[src/rtl/led_mode_ctrl.sv]
// Debounced push-button steps an LED through OFF/FULL/HALF/LOW/FLASH with 8-bit PWM.
// Build option LED_MODE_CTRL_LONG_PRESS_EN: a long press forces the mode back to OFF.
module led_mode_ctrl #(
  parameter int DEBOUNCE_CYCLES   = 50000,
  parameter int LONG_PRESS_CYCLES = 25000000,
  parameter int FLASH_HALF_PERIOD = 12500000
) (
  input  logic       clk,
  input  logic       rst,
  input  logic       button,
  output logic [2:0] mode,
  output logic       mode_chg,
  output logic       led
);
  // state  | meaning
  // IDLE   | no debounced press
  // HELD   | debounced press, release counts as a short press
  // LONG   | press held past the long-press time, release ignored
  typedef enum logic [1:0] {S_IDLE, S_HELD, S_LONG} state_t;

  localparam int DB_W = $clog2(DEBOUNCE_CYCLES + 1);
  localparam int FL_W = $clog2(FLASH_HALF_PERIOD + 1);
  localparam logic [DB_W-1:0] DB_LAST = DB_W'(DEBOUNCE_CYCLES - 1);
  localparam logic [FL_W-1:0] FL_LAST = FL_W'(FLASH_HALF_PERIOD - 1);
  localparam logic [2:0] M_OFF = 3'd0, M_FULL = 3'd1, M_HALF = 3'd2, M_LOW = 3'd3, M_FLASH = 3'd4;

  if (DEBOUNCE_CYCLES < 1 || LONG_PRESS_CYCLES < 1 || FLASH_HALF_PERIOD < 1) begin : g_param_check
    $error("led_mode_ctrl: cycle-count parameters must be at least 1");
  end

  logic            sync1_q, sync2_q, btn_db_q;
  logic [DB_W-1:0] db_cnt_q;
  state_t          state_q;
  logic            adv_q;
  logic            force_off;
  logic [2:0]      mode_q, mode_d;
  logic            mode_chg_q, led_q;
  logic [7:0]      pwm_cnt_q, duty;
  logic [FL_W-1:0] fl_cnt_q;
  logic            fl_off_q;

  always_ff @(posedge clk) begin
    if (rst) begin
      sync1_q  <= 1'b0;
      sync2_q  <= 1'b0;
      btn_db_q <= 1'b0;
      db_cnt_q <= '0;
    end else begin
      sync1_q <= button;
      sync2_q <= sync1_q;
      if (sync2_q == btn_db_q) begin
        db_cnt_q <= '0;
      end else if (db_cnt_q == DB_LAST) begin
        btn_db_q <= sync2_q;
        db_cnt_q <= '0;
      end else begin
        db_cnt_q <= db_cnt_q + 1'b1;
      end
    end
  end

`ifdef LED_MODE_CTRL_LONG_PRESS_EN
  localparam int HOLD_W = $clog2(LONG_PRESS_CYCLES + 1);
  localparam logic [HOLD_W-1:0] HOLD_LAST = HOLD_W'(LONG_PRESS_CYCLES - 1);
  logic [HOLD_W-1:0] hold_cnt_q;
  logic              long_q;

  // Hold counter stops at HOLD_LAST once LONG is reached, so it cannot wrap.
  always_ff @(posedge clk) begin
    if (rst) begin
      state_q    <= S_IDLE;
      hold_cnt_q <= '0;
      adv_q      <= 1'b0;
      long_q     <= 1'b0;
    end else begin
      adv_q  <= 1'b0;
      long_q <= 1'b0;
      case (state_q)
        S_IDLE: begin
          hold_cnt_q <= '0;
          if (btn_db_q) state_q <= S_HELD;
        end
        S_HELD: begin
          if (!btn_db_q) begin
            state_q <= S_IDLE;
            adv_q   <= 1'b1;
          end else if (hold_cnt_q == HOLD_LAST) begin
            state_q <= S_LONG;
            long_q  <= 1'b1;
          end else begin
            hold_cnt_q <= hold_cnt_q + 1'b1;
          end
        end
        S_LONG: if (!btn_db_q) state_q <= S_IDLE;
        default: state_q <= S_IDLE;
      endcase
    end
  end

  assign force_off = long_q;
`else
  always_ff @(posedge clk) begin
    if (rst) begin
      state_q <= S_IDLE;
      adv_q   <= 1'b0;
    end else begin
      adv_q <= 1'b0;
      case (state_q)
        S_IDLE: if (btn_db_q) state_q <= S_HELD;
        S_HELD: begin
          if (!btn_db_q) begin
            state_q <= S_IDLE;
            adv_q   <= 1'b1;
          end
        end
        default: state_q <= S_IDLE;
      endcase
    end
  end

  assign force_off = 1'b0;
`endif

  always_comb begin
    mode_d = mode_q;
    if (mode_q > M_FLASH)    mode_d = M_OFF;
    else if (force_off)      mode_d = M_OFF;
    else if (adv_q)          mode_d = (mode_q == M_FLASH) ? M_OFF : mode_q + 3'd1;
  end

  always_comb begin
    duty = 8'd0;
    case (mode_q)
      M_FULL:  duty = 8'd255;
      M_HALF:  duty = 8'd128;
      M_LOW:   duty = 8'd32;
      M_FLASH: duty = fl_off_q ? 8'd0 : 8'd255;
      default: duty = 8'd0;
    endcase
  end

  // Flash timer is held at count 0 / on-phase outside FLASH so every entry starts lit.
  always_ff @(posedge clk) begin
    if (rst) begin
      mode_q     <= M_OFF;
      mode_chg_q <= 1'b0;
      pwm_cnt_q  <= 8'd0;
      led_q      <= 1'b0;
      fl_cnt_q   <= '0;
      fl_off_q   <= 1'b0;
    end else begin
      mode_q     <= mode_d;
      mode_chg_q <= (mode_d != mode_q);
      pwm_cnt_q  <= (pwm_cnt_q == 8'd254) ? 8'd0 : pwm_cnt_q + 8'd1;
      led_q      <= (pwm_cnt_q < duty);
      if (mode_q != M_FLASH) begin
        fl_cnt_q <= '0;
        fl_off_q <= 1'b0;
      end else if (fl_cnt_q == FL_LAST) begin
        fl_cnt_q <= '0;
        fl_off_q <= ~fl_off_q;
      end else begin
        fl_cnt_q <= fl_cnt_q + 1'b1;
      end
    end
  end

  assign mode     = mode_q;
  assign mode_chg = mode_chg_q;
  assign led      = led_q;

endmodule

[config.mk]
export PLATFORM = sky130hd
export DESIGN_NAME = led_mode_ctrl
export DESIGN_NICKNAME = d
export VERILOG_FILES = /design/src/rtl/led_mode_ctrl.sv
export SDC_FILE = /design/constraint.sdc
export NUM_CORES = 1
export LEC_CHECK = 0
export CAP_MARGIN = 10
export CORE_UTILIZATION = 55
export DETAILED_ROUTE_END_ITERATION = 8
export GPL_TIMING_DRIVEN = 0
export PLACE_DENSITY = 0.75
export SKIP_LAST_GASP = 1
export SYNTH_ARGS = -nofsm -noshare
export SYNTH_HDL_FRONTEND = slang
export SYNTH_SLANG_ARGS = --single-unit
[constraint.sdc]
create_clock -name clk -period 2.02 [get_ports clk]
set_clock_uncertainty 0.1 [all_clocks]
set_input_delay 0.505 -clock clk [delete_from_list [all_inputs] [get_ports clk]]
set_output_delay 0.505 -clock clk [all_outputs]
set_load 0.01 [all_outputs]
Yosys cells after proc, flatten, opt, wreduce, memory -nomap -nowiden

Cells that the tools add are included.
W data, S select, Z words.

Register bits after elaboration: 60
Output and inout bits: 5
Bits of input ports: 3

$add $sub $neg: 4
Equality and inequality tests: 13
$lt $le $gt $ge: 2
Mux-type cells: 9
Bitwise gates (word level): 3
Reductions and logical operators: 8

Operators by type and width:

| kind                    | count |
|---|---|
| $pmux W8 S4             | 1 |
| $add A24 B1 Y24 const B | 1 |
| $eq A24 B24 Y1 const B  | 1 |
| $add A16 B1 Y16 const B | 1 |
| $eq A16 B16 Y1 const B  | 1 |
| $mux W3                 | 3 |
| $add A8 B1 Y8 const B   | 1 |
| $eq A8 B8 Y1 const B    | 1 |
| $lt A8 B8 Y1            | 1 |
| $mux W8                 | 1 |
| $eq A3 B2 Y1 const B    | 2 |
| $reduce_or A2 Y1        | 3 |
| $reduce_or A3 Y1        | 2 |
| $mux W2                 | 2 |
| $ne A2 B2 Y1 const B    | 2 |
| $pmux W2 S2             | 1 |
| $reduce_and A2 Y1       | 2 |
| $add A3 B1 Y3 const B   | 1 |
| $eq A3 B1 Y1 const B    | 1 |
| $eq A3 B3 Y1 const B    | 1 |
| $gt A3 B3 Y1 const B    | 1 |
| $ne A3 B3 Y1            | 1 |
| $ne A3 B3 Y1 const B    | 1 |
| $not A1 Y1              | 3 |
| 4 further kinds         | 4 |

Depth between registers and ports, before layout

Gate-level depths: netlist of run 1.

Depth in word-level cells: 5
Mapped depth: 10

Worst setup path before layout of run 1

OpenSTA, ideal clock, no wires.

Path kind: register to register
Start: register mode_q[0] (netlist: mode[0])
End: register led_q (netlist: led)
Arrival: 1.869 ns
Library setup time: 0.074 ns
Required time: 1.846 ns
Stages on the path, launching flop included: 11
Path slack: -0.023 ns
Cell sequence: dfxtp_1 -> inv_1 -> ha_1 -> nand3b_1 -> nand2_1 -> inv_1 -> ha_1 -> and4_1 -> a211oi_1 -> o21ai_0 -> a31oi_1

Longest elaborated chain between the ends: 3

RTL lines:

| item                                       | line | text |
|---|---|---|
| from (decl)                                | 36   | `logic [2:0] mode_q, mode_d;` |
| from (signal assigned)                     | 152  | `mode_q <= mode_d;` |
| $eq A3 B3 Y1, or another cell as far along | 133  | `case (mode_q)` |
| $pmux W8 S4 *                              | 133  |  |
| $lt A8 B8 Y1 *                             | 155  | `led_q <= (pwm_cnt_q < duty);` |
| to (signal assigned)                       | 155  |  |
| to (decl)                                  | 37   | `logic mode_chg_q, led_q;` |

Every way passes the cells marked *; elsewhere a longest branch is shown, timed or not.
A chain may end at the register's enable or synchronous reset.

Worst setup path in the final report of run 1

Ends and elaborated chain as after synthesis.

==> summary.md, run 1 <==
| Metric | Value |
|---|---|
| Vias in the first global route | `2,116` |
| Wire per inst | `between 10 and 15 um` |
| Post-route ant nets | `0` |
| Total gr overflow | `0` |
| Top-count cell post-synth | `dfxtp_1` |
| CP endpoint kind | `register` |
| Initial antenna violation count | `0` |
| Initial drt markers | `80` |
| Rows | `25` |
| Largest net degree at the start of global routing | `11` |
| DRT Pass-1 Iters | `4` |
| Static Leak | `1.10 nW` |
| Num ports | `8` |
| Die width | `72.9 um` |
| Hold_ws | `0.349 ns` |
| Post-DP Area | `2920 um2` |
| # clock sinks | `59` |
| Layout cells sized above 1 | `between 10% and 20%` |
| Initial core utilization | `roughly 58%` |
| Worst-path clk slew | `0.07 ns` |
| Syn Area/Cell | `8.88 um2` |
| Tightest Pin Transition | `0.881 ns` |
| Nets | `354` |
| PortBufs | `7` |
| Area leader, netlist | `dfxtp_1` |
| EDFF count, synth | `0` |
| Root buffer selected by CTS | `clkbuf_8` |
| Final Hold Vio Count | `0` |
| Worst hold stages | `1` |
| Die area | `5310 um2` |
| Status | `completed` |
| Synth unique cells | `43` |
| Unrepaired setup endpoints after global routing | `yes` |
| Clk buf depth | `2` |
| Worst vdd ir | `0.000460 V` |
| Startpoint Class | `register` |
| # setup viols final | `0` |
| First-pass GRT wire length | `between 9000 and 10,000 um` |
| Post-Place Worst Slack | `-0.277 ns` |
| Reg2reg path depth | `10` |
| Crit share post-route | `97.8%` |
| Critical path class | `register to register` |
| Antenna cells | `0` |
| Net Count, Synth | `330` |
| Hold Buf Count CTS | `0` |
| Max_cap viols | `0` |
| DR vias/cell | `around 5.5` |
| Residual DRC | `0` |
| Core Area | `4790 um2` |
| CP max FO | `3` |
| Total track usage | `22.5%` |
| Slew Viols, Final | `0` |
| H-tree levels | `3` |
| Cell area after layout | `3220 um2` |
| DP HPWL | `roughly 3500 um` |
| Synthesized area | `2760 um2` |
| Power Total | `~0.0022 W` |
| Crit path DAT | `2.15 ns` |
| Worst-Skew Late Latency | `0.34 ns` |
| Synth area leaders | `dfxtp_1, ha_1, nor2_1, xnor2_1, xor2_1` |
| Min-Delay Path Class | `register to register` |
| Setup TNS | `0 ns` |
| Slew HR | `40.8%` |
| Pwr per Cell Area | `673 nW/um2` |
| DRT Wirelength | `5200 um` |
| CP required | `2.19 ns` |
| Share of flip-flops with an asynchronous set or reset | `0%` |
| #FFs+latches synth | `59` |
| Top-area cell type share of the netlist area | `42.8%` |
| Cells after synthesis | `a little over 300` |
| Routability congestion estimate | `0.853` |
| Via count | `approximately 2,200` |
| Post-layout minimum cycle time | `1.98 ns` |
| CTS Buf Count | `9` |
| Die Ht | `72.9 um` |
| Syn-to-layout area delta | `16.5%` |
| Sequential share of the synthesized area | `between 40% and 50%` |
| PnR worst setup slack | `0.0439 ns` |
| Post-synth top cells | `dfxtp_1, nor2_1, xnor2_1` |
| Synth warnings | `0` |
| Achievable Freq | `506 MHz` |
| Ys flop type | `dfxtp_1` |
| CTS tree | `built` |
## per-layer routing
| layer | GRT usage [%] | part of all wire (%) |
|---|---|---|
| met5 | 0 | 0 |
| met1 | 26.8 | 48 |
| met3 | 8.29 | 4.6 |
| met4 | 7.84 | 1.6 |
| met2 | 37.2 | 46 |
## kinds of logic (layout without fill, tap and decap cells)
kind of cell,Yosys count,count (layout),synth area share [%]
xor+xnor,31,31,9.83
mux,1,1,0.362
buf+inv,21,50,3.17
compound gates,42,42,9.33
simple gates,141,141,27.3
fa+ha+maj,16,16,7.25
flops,59,59,42.8
## state kept, by name (all words and copies together) (netlist names)
register,cells
pwm_cnt_q,8
db_cnt_q,16
sync2_q,1
adv_q,1
mode,3
btn_db_q,1
state_q,1
fl_off_q,1
mode_chg,1
sync1_q,1
led,1
fl_cnt_q,24
## path summary, 6_finish.rpt
check | from | to | slack [ns]
worst max-delay path | mode[0] | led | 0.04
worst min-delay path | sync1_q | sync2_q | 0.35
worst max register to register | mode[0] | led | 0.04
worst min register to register | sync1_q | sync2_q | 0.35
## layout make-up
type / count / area, um2
multi-input cells: 231 / 1540
inverters: 14 / 55.1
clock inverters: 2 / 10.0
clock buffers: 14 / 163
repair buffers: 14 / 123
well taps: 67 / 83.8
plain buffers: 6 / 40.0
fillers: 407 / 1570
flip-flops and latches: 59 / 1200
## repair_timing
action | CTS | global route
resized for setup | 19 | 16
pin swaps | 3 | 5
endpoints found under the setup margin | 21 | 36
buffers inserted | 5 | 2
## worst max-delay path, cell delays in order (launching register included)
cell      delay (ns)
dfxtp_2         0.33
buf_4           0.13
ha_1            0.19
nand2b_1        0.11
nand2_2         0.10
a21oi_2         0.14
ha_1            0.26
and4_4          0.16
a211oi_2        0.16
o21ai_1         0.08
a31oi_1         0.14
## layout by cell type, fill, tap and decap left out, types with 2 or more instances in the layout
cell type / instances
dfxtp_4: 2
dfxtp_2: 9
nand4_1: 12
or3_1: 5
nor2_1: 44
inv_1: 12
nor4b_1: 2
clkdlybuf4s50_1: 7
a21oi_2: 2
or2_2: 3
nand2_1: 15
o21ai_0: 6
xnor2_1: 18
nor2b_1: 3
or4_1: 7
buf_4: 8
a21oi_1: 14
nor3_1: 7
xor2_1: 13
o31ai_1: 8
and4_1: 3
clkbuf_1: 4
ha_1: 15
and3_1: 6
nand3_1: 15
nor4_1: 4
clkinv_2: 2
clkbuf_8: 11
dfxtp_1: 48
and4_2: 2
nor3b_1: 2
a31oi_1: 2
## power by group
part	total (W)	internal (W)	leakage, nW	switching, W
clock network	0.000945	0.000509	0.0905	0.000436
registers	0.00118	0.00117	0.483	0.00000803
logic	0.0000423	0.0000205	0.523	0.0000217
total	0.00217	0.00170	1.10	0.000465
## metrics by stage
step,cells,util (%)
after floorplan,311,-
after global placement,385,60.9
after detailed placement,385,60.9
after CTS,406,66.2
after global routing,407,67.2
final,407,67.2
(Power assumes the default switching activity.)
==> run 2: changes to the inputs <==
--- a/config.mk
+++ b/config.mk
@@ -8,7 +8,6 @@
 export CAP_MARGIN = 10
 export CORE_UTILIZATION = 55
 export DETAILED_ROUTE_END_ITERATION = 8
-export GPL_TIMING_DRIVEN = 0
 export PLACE_DENSITY = 0.75
 export SKIP_LAST_GASP = 1
 export SYNTH_ARGS = -nofsm -noshare
==> run 2 against run 1 <==
Against the previous run:
- clock-buffer cell count down 4
- sequential cell count unchanged
- total power up 2.5%
- maximum frequency down 0.51%
- utilization up 0.89 points
- via count up 0.94%
- combinational power about the same
- wire length down 1.1%
==> summary.md, run 2 (same netlist as run 1, synthesis figures left out) <==
| Metric | Value |
|---|---|
| Non-Filler Instances | `414` |
| CTS Buf Count | `9` |
| Crit path from | `mode[1]` |
| Critical path class | `register to register` |
| Initial antenna violation count | `0` |
| Worst-Skew Late Latency | `0.33 ns` |
| Leading cell types in the layout, fill and taps excluded | `dfxtp_1, nor2_1, buf_4` |
| Unrepaired setup endpoints after global routing | `yes` |
| Routability congestion estimate | `0.843` |
| Reg2reg path depth | `10` |
| Hold endpoint | `sync2_q` |
| Die Ht | `72.9 um` |
| Slew HR | `between 40% and 50%` |
| Post-layout util | `68.1%` |
| Syn-to-layout area delta | `18.0%` |
| Layout cells sized above 1 | `15.3%` |
| H-tree levels | `3` |
| Wire per inst | `around 12 um` |
| DR vias/cell | `5.43` |
| Crit path buffers/inverters | `2` |
| Achievable Freq | `503 MHz` |
| Hold Buf Count CTS | `0` |
| Rows | `25` |
| Initial core utilization | `between 50% and 60%` |
| Flop2flop setup slack | `0.03 ns` |
| CP max-delay cell | `dfxtp_2` |
| Core Area | `between 4000 and 5000 um2` |
| Antenna cells | `0` |
| Num ports | `8` |
| Worst vdd ir | `0.000630 V` |
| Worst-path clk slew | `0.07 ns` |
| # setup viols final | `0` |
| Post-layout minimum cycle time | `1.99 ns` |
| DRT Pass-1 Iters | `4` |
| Total track usage | `21.0%` |
| Vias in the first global route | `1,982` |
| Slew Viols, Final | `0` |
| Final Hold Vio Count | `0` |
| Initial drt markers | `96` |
| Largest net degree at the start of global routing | `25` |
| Pwr per Cell Area | `681 nW/um2` |
| Slowest stage delay, CP | `0.33 ns` |
| CP required | `2.19 ns` |
| CP max FO | `3` |
| Cell area after layout | `roughly 3300 um2` |
| Hold Startpoint | `sync1_q` |
| DP HPWL | `3590 um` |
| CP endpoint kind | `register` |
| Largest registers | `fl_cnt_q (24), db_cnt_q (16), pwm_cnt_q (8)` |
| First-pass GRT wire length | `8410 um` |
| Placed instance count | `395` |
| Die area | `roughly 5300 um2` |
| Tightest Pin Transition | `0.874 ns` |
| RR Startpoint | `mode[1]` |
| Post-DP Area | `3020 um2` |
| Post-route ant nets | `0` |
| # clock sinks | `59` |
| PortBufs | `7` |
| Crit-path cells | `inv_1, ha_2, nand3b_1, nand2_2, inv_2, ha_1, and4_4, a211oi_2, o21ai_1, a31oi_1` |
| PnR worst setup slack | `about 0.034 ns` |
| Most flop-heavy register | `fl_cnt_q` |
| Max_cap viols | `0` |
| CTS tree | `built` |
| Crit share post-route | `a little over nine tenths` |
| Worst hold stages | `1` |
| Clk buf depth | `2` |
| Fill cells | `391` |
| Startpoint Class | `register` |
| Total gr overflow | `0` |
| Commonest non-fill, non-tap cell in the layout | `dfxtp_1` |
| Setup TNS | `0 ns` |
| Root buffer selected by CTS | `clkbuf_8` |
| Status | `completed` |
| CP delay by family, top | `adder cells` |
| Via count | `2,248` |
| Min-Delay Path Class | `register to register` |
| Max reg flops | `24` |
| Worst r2r dst | `led` |
| Residual DRC | `0` |
| Nets | `362` |
| Die width | `72.9 um` |
| Post-Place Worst Slack | `-0.0645 ns` |
| DRT Wirelength | `between 5000 and 6000 um` |
| Static Leak | `1.15 nW` |
| Crit path DAT | `2.15 ns` |
==> run 2: cell types whose count changed in the layout (fill, tap and decap cells not counted), sizes merged <==
| cell | before | now |
|---|---|---|
| clkinvlp | 0 | 2 |
| dlymetal6s2s | 0 | 1 |
| bufinv | 0 | 1 |
| clkbuf | 17 | 10 |
| clkdlybuf4s50 | 7 | 6 |
| buf | 10 | 21 |
==> run 2: worst max path at each step <==
stage / end / slack, ns / cells past startpoint
6_report: led / 0.03 / 10
5_1_grt: led / -0.04 / 10
4_1_cts: led / 0.02 / 10
3_5_place_dp: led / -0.06 / 10
3_3_place_gp: led / 0.06 / 10
2_1_floorplan: led / 0.01 / 10
==> run 2: worst reg2reg max path, cell delays in order (launching register included) <==
cell and delay, ns:
dfxtp_2 0.33, inv_1 0.08, ha_2 0.19, nand3b_1 0.11, nand2_2 0.13, inv_2 0.06, ha_1 0.30, and4_4 0.20
a211oi_2 0.21, o21ai_1 0.09, a31oi_1 0.13
==> run 2: repair_timing <==
item / CTS / global route
gates cloned: 0 / 0
buffers inserted: 0 / 4
setup endpoints to repair: 1 / 4
pin swaps: 1 / 2
gates resized for setup: 5 / 7
==> run 2: metrics by stage <==
step	power, W	hold slack [ns]
after global placement	0.00125	0.317
after detailed placement	0.00125	0.330
after CTS	0.00225	0.346
final	0.00222	0.339
after global routing	0.00231	0.350
after floorplan	0.00123	0.314
==> run 2: final cells by class <==
class / count / area [um2] / area share (%)
Tap cell: 67 / 83.8 / 2.57
Inverter: 14 / 52.6 / 1.61
Timing Repair Buffer: 28 / 243 / 7.45
Clock buffer: 10 / 128 / 3.92
Multi-Input combinational cell: 231 / 1510 / 46.4
Sequential cell: 59 / 1190 / 36.4
Clock inverter: 5 / 55.1 / 1.69
==> run 2: metal layers <==
layer | GRT usage [%] | part of all wire, % | up-vias
met5 | 0 | 0 | -
met4 | 11.1 | 1.6 | 0
met3 | 6.22 | 2.5 | 6
met2 | 33.4 | 46 | 22
met1 | 25.7 | 50 | 1052
li1 | - | - | 1168
==> run 2: where the power goes <==
group | switching (W) | internal [W]
combinational | 0.0000217 | 0.0000209
clock | 0.000437 | 0.000558
sequential | 0.00000934 | 0.00117
